==> src/rtl/alu_sequencer.sv <==
// alu_sequencer: owns a 4-entry register file and drives a shared ALU through IDLE/EXEC/WB.
module alu_sequencer #(
  parameter int width = 4,
  parameter int regs = 4
) (
  input  logic             clk,
  input  logic             rst,
  input  logic             start,
  input  logic [3:0]       op,
  input  logic [1:0]       rs1,
  input  logic [1:0]       rs2,
  input  logic [1:0]       rd,
  input  logic             wr_en,
  input  logic [1:0]       wr_addr,
  input  logic [width-1:0] wr_data,
  input  logic [1:0]       rd_addr,
  output logic [width-1:0] rd_data,
  output logic [width-1:0] alu_a,
  output logic [width-1:0] alu_b,
  output logic [3:0]       alu_sel,
  input  logic [width-1:0] alu_result,
  input  logic             alu_cout,
  input  logic             alu_negative,
  input  logic             alu_zero,
  output logic             busy,
  output logic             done,
  output logic [2:0]       flags
);
  typedef enum logic [1:0] {idle, exec, wb} state_t;
  state_t state;
  logic [width-1:0] rf [regs];
  logic [width-1:0] hold_result;
  logic [2:0] hold_flags;
  logic [1:0] rd_q;
  assign rd_data = rf[rd_addr];
  // start outranks wr_en in idle; both are ignored once a command is in flight
  always_ff @(posedge clk or posedge rst) begin
    if (rst) begin
      state <= idle;
      for (int i = 0; i < regs; i++) rf[i] <= '0;
      hold_result <= '0;
      hold_flags <= '0;
      rd_q <= '0;
      alu_a <= '0;
      alu_b <= '0;
      alu_sel <= '0;
      busy <= 1'b0;
      done <= 1'b0;
      flags <= '0;
    end else begin
      done <= 1'b0;
      case (state)
        idle: begin
          if (start) begin
            alu_a <= rf[rs1];
            alu_b <= rf[rs2];
            alu_sel <= op;
            rd_q <= rd;
            busy <= 1'b1;
            state <= exec;
          end else if (wr_en) begin
            rf[wr_addr] <= wr_data;
          end
        end
        exec: begin
          hold_result <= alu_result;
          hold_flags <= {alu_cout, alu_negative, alu_zero};
          state <= wb;
        end
        default: begin
          rf[rd_q] <= hold_result;
          flags <= hold_flags;
          done <= 1'b1;
          busy <= 1'b0;
          state <= idle;
        end
      endcase
    end
  end
endmodule
==> config.mk <==
export PLATFORM = sky130hd
export DESIGN_NAME = alu_sequencer
export DESIGN_NICKNAME = d
export VERILOG_FILES = /design/src/rtl/alu_sequencer.sv
export SDC_FILE = /design/constraint.sdc
export NUM_CORES = 1
export LEC_CHECK = 0
export CORE_MARGIN = 1.5
export CORE_UTILIZATION = 29
export DETAILED_ROUTE_END_ITERATION = 7
export PLACE_DENSITY = 0.55
export SYNTH_ARGS = -nofsm -noshare
export SYNTH_HDL_FRONTEND = slang
export SYNTH_SLANG_ARGS = --single-unit
==> constraint.sdc <==
create_clock -name clk -period 2 [get_ports clk]
set_clock_uncertainty 0.05 [all_clocks]
set_input_delay 0.4 -clock clk [delete_from_list [all_inputs] [get_ports clk]]
set_output_delay 0.4 -clock clk [all_outputs]
set_load 0.03 [all_outputs]
==> out/results.txt <==
XOR/XNOR share of the synthesized area: 0%
#FFs+latches synth: 44
vias per cell: 4.94
Hold Violations, Final: 0
Critical Path Start Type: flip-flop
CP Capture Type: primary output
top post-synthesis cells by count: dfrtp_1, mux2_2, a22oi_1, mux4_2, o2bb2ai_1
Syn. warnings: 0
# port buffers: 49
sequential fraction of the synthesis area: 52.3%
Routed WL: 5060 um
Max Buffers Root-to-Sink: 2
Lkg Pwr: 1.22 nW
WP data arrival: 1.48 ns
simple-gate share of the synthesized area: 6.18%
FP Rows: 30
initial drt markers: 53
Post-Syn Nets: 172
outcome: finished clean
power per cell area: 1320 nW/um2
Die Ht: 88.2 um
Starting Density: 30.5%
clock root buffer: clkbuf_8
Final WS setup: 0.0684 ns
drt pass-1 iters: 4
cts bufs inserted: 5
Post-synth EDFFs: 0
Synth Flop Type: dfrtp_1
drc violations: 0
DPL Wire Length: 3870 um
design area: 3020 um2
Cells after Synth: 143
CP delay by family, top: multiplexers
Peak VDD IR: 0.315 mV
portion of netlist area occupied by mux cells: 25.7%
Routed Antenna Nets: 0
CTS Hold Bufs: 0
worst hold-check path type: input port to asynchronous set/reset pin
first-pass GRT wire length: 8160 um
vias in the first global route: 1604
worst slack at placement: -0.614 ns
synthesis-to-layout area growth: 43.2%
Synth Area in Adders: 0%
gpl congestion: 0.803
Cell Area, Synth: 2110 um2
critical path cell sequence: mux4_2, clkdlybuf4s15_2
Slew Viols, Final: 0
total number of vias: 1580
top post-synthesis cells by area: dfrtp_1, mux2_2, mux4_2
crit share post-route: 96.6%
RSZ-0062 raised after global routing: false
CTS tree: yes
Chip Width: 88.2 um
largest net degree at the start of global routing: 45
leading area contributor after synthesis: dfrtp_1
CP Depth: 2
Cell Area, Placed: 2920 um2
H-tree levels: 2
Top-Level Pins: 50
placed insts: 312
buffers and inverters on the worst path: 1
Total GRT Usage: 13.9%
# setup viols final: 0
reg-to-reg startpoint: state[0]
Cell Count, Final, Fillers Out: 320
slowest cell on the critical path: mux4_2
Yosys top cell area share: 52.3%
synth unique cells: 27
Worst Setup SP: rf[2]
Avg Synthesized Cell Area: 14.7 um2
CP max stage delay: 0.47 ns
Tmin final: 1.93 ns
clk_lat worst skew: 0.30 ns
Antenna Cells: 0
DR WL/cell: 15.8 um
number of max-cap violations: 0
die area: 7790 um2
area of the core: 6910 um2
cell count of the worst reg-to-reg path: 4
worst-path maximum fanout: 2
share of layout cells above drive strength 1: 38.8%
crit path kind: flip-flop to primary output
CP Data Required Time: 1.55 ns
worst slew pin tran: 0.394 ns
Synth Area in Compound Gates: 13.5%
antenna violations before repair: 0
CTS Sinks: 44
count leader, synth: dfrtp_1
Worst slew margin: 73.6%
largest family of logic cells by synthesized area: multiplexers
Achievable Freq: 518 MHz
Final Net Count: 252
asr flop ratio synth: 100%
Util after Layout: 43.7%
clk slew on worst S/H paths: 0.09 ns
gr ovfl total: 0
## sequential cells by signal, indices dropped and copies added (netlist names)
signal / flops
alu_sel: 4
done: 1
alu_a: 4
rd_q: 2
rf: 16
flags: 3
state: 2
alu_b: 4
busy: 1
hold_flags: 3
hold_result: 4
## report_power, final
part	switching, mW	internal, mW	total [mW]	leakage [nW]
clock network	0.326	0.280	0.606	0.0434
registers	0.223	1.24	1.47	0.535
logic	0.864	1.04	1.90	0.638
## layout by cell type, fill, tap and decap left out, drive strengths merged
cell type / n
nor4b: 2
a21o: 1
o211a: 1
clkinvlp: 2
and2: 1
nor4: 1
a22oi: 16
inv: 1
nor2: 2
o21ai: 7
clkbuf: 8
nor3: 1
dfrtp: 44
nor3b: 3
clkdlybuf4s15: 4
nand2: 4
clkdlybuf4s50: 43
o2bb2ai: 12
mux4: 12
clkinv: 1
buf: 30
and4bb: 1
mux2: 24
or2: 1
o22ai: 1
nor2b: 1
## kinds of logic (layout without fill, tap and decap cells)
group	Yosys count	in the layout
AO/OA/AOI/OAI	38	38
buffers and inverters	8	89
multiplexers	36	36
flip-flops	44	44
AND/OR/NAND/NOR	17	17
## metal layers
metal,up-vias,wire [um],global-route usage [%]
met5,-,0,0
met1,785,2250,18.4
met3,9,385,3.26
met4,0,98,5.97
li1,726,-,-
met2,60,2330,21.9
## area by class of cell
| cell class | instances | area, um2 |
|---|---|---|
| tap | 96 | 120 |
| clock inverter | 2 | 15.0 |
| inverter | 2 | 7.51 |
| clock buffer | 6 | 82.6 |
| multi-input combinational | 91 | 955 |
| timing repair buffer | 79 | 736 |
| fill | 674 | 3890 |
| sequential | 44 | 1100 |
## timing repair
item | in CTS | in global routing
endpoints found under the hold margin | 0 | 0
setup endpoints to repair | 4 | 3
setup buffers | 0 | 0
resized for setup | 15 | 3
## worst register-to-register path, stage by stage, from the launching register on
cell,delay (ns)
dfrtp_1,0.49
nor2_2,0.23
and2_1,0.27
buf_12,0.17
mux2_2,0.33
## path summary, 6_finish.rpt
kind	to	slack (ns)
worst max-delay path	rd_data[2]	0.07
worst min-delay path	done	0.39
worst max register to register	alu_b[3]	0.35
worst min register to register	busy	0.44
max in group asynchronous	alu_a[1]	1.29
min in group clk	busy	0.44
## through the flow
stage / power (mW) / hold slack, ns / setup TNS (ns)
6_report: 3.98 / 0.391 / 0
5_1_grt: 4.21 / 0.408 / 0
4_1_cts: 4.01 / 0.402 / 0
3_5_place_dp: 3.42 / 0.428 / -2.48
3_3_place_gp: 3.41 / 0.422 / -2.47
2_1_floorplan: 2.52 / 0.425 / 0
Note: power is estimated with default switching activity, not from simulation.
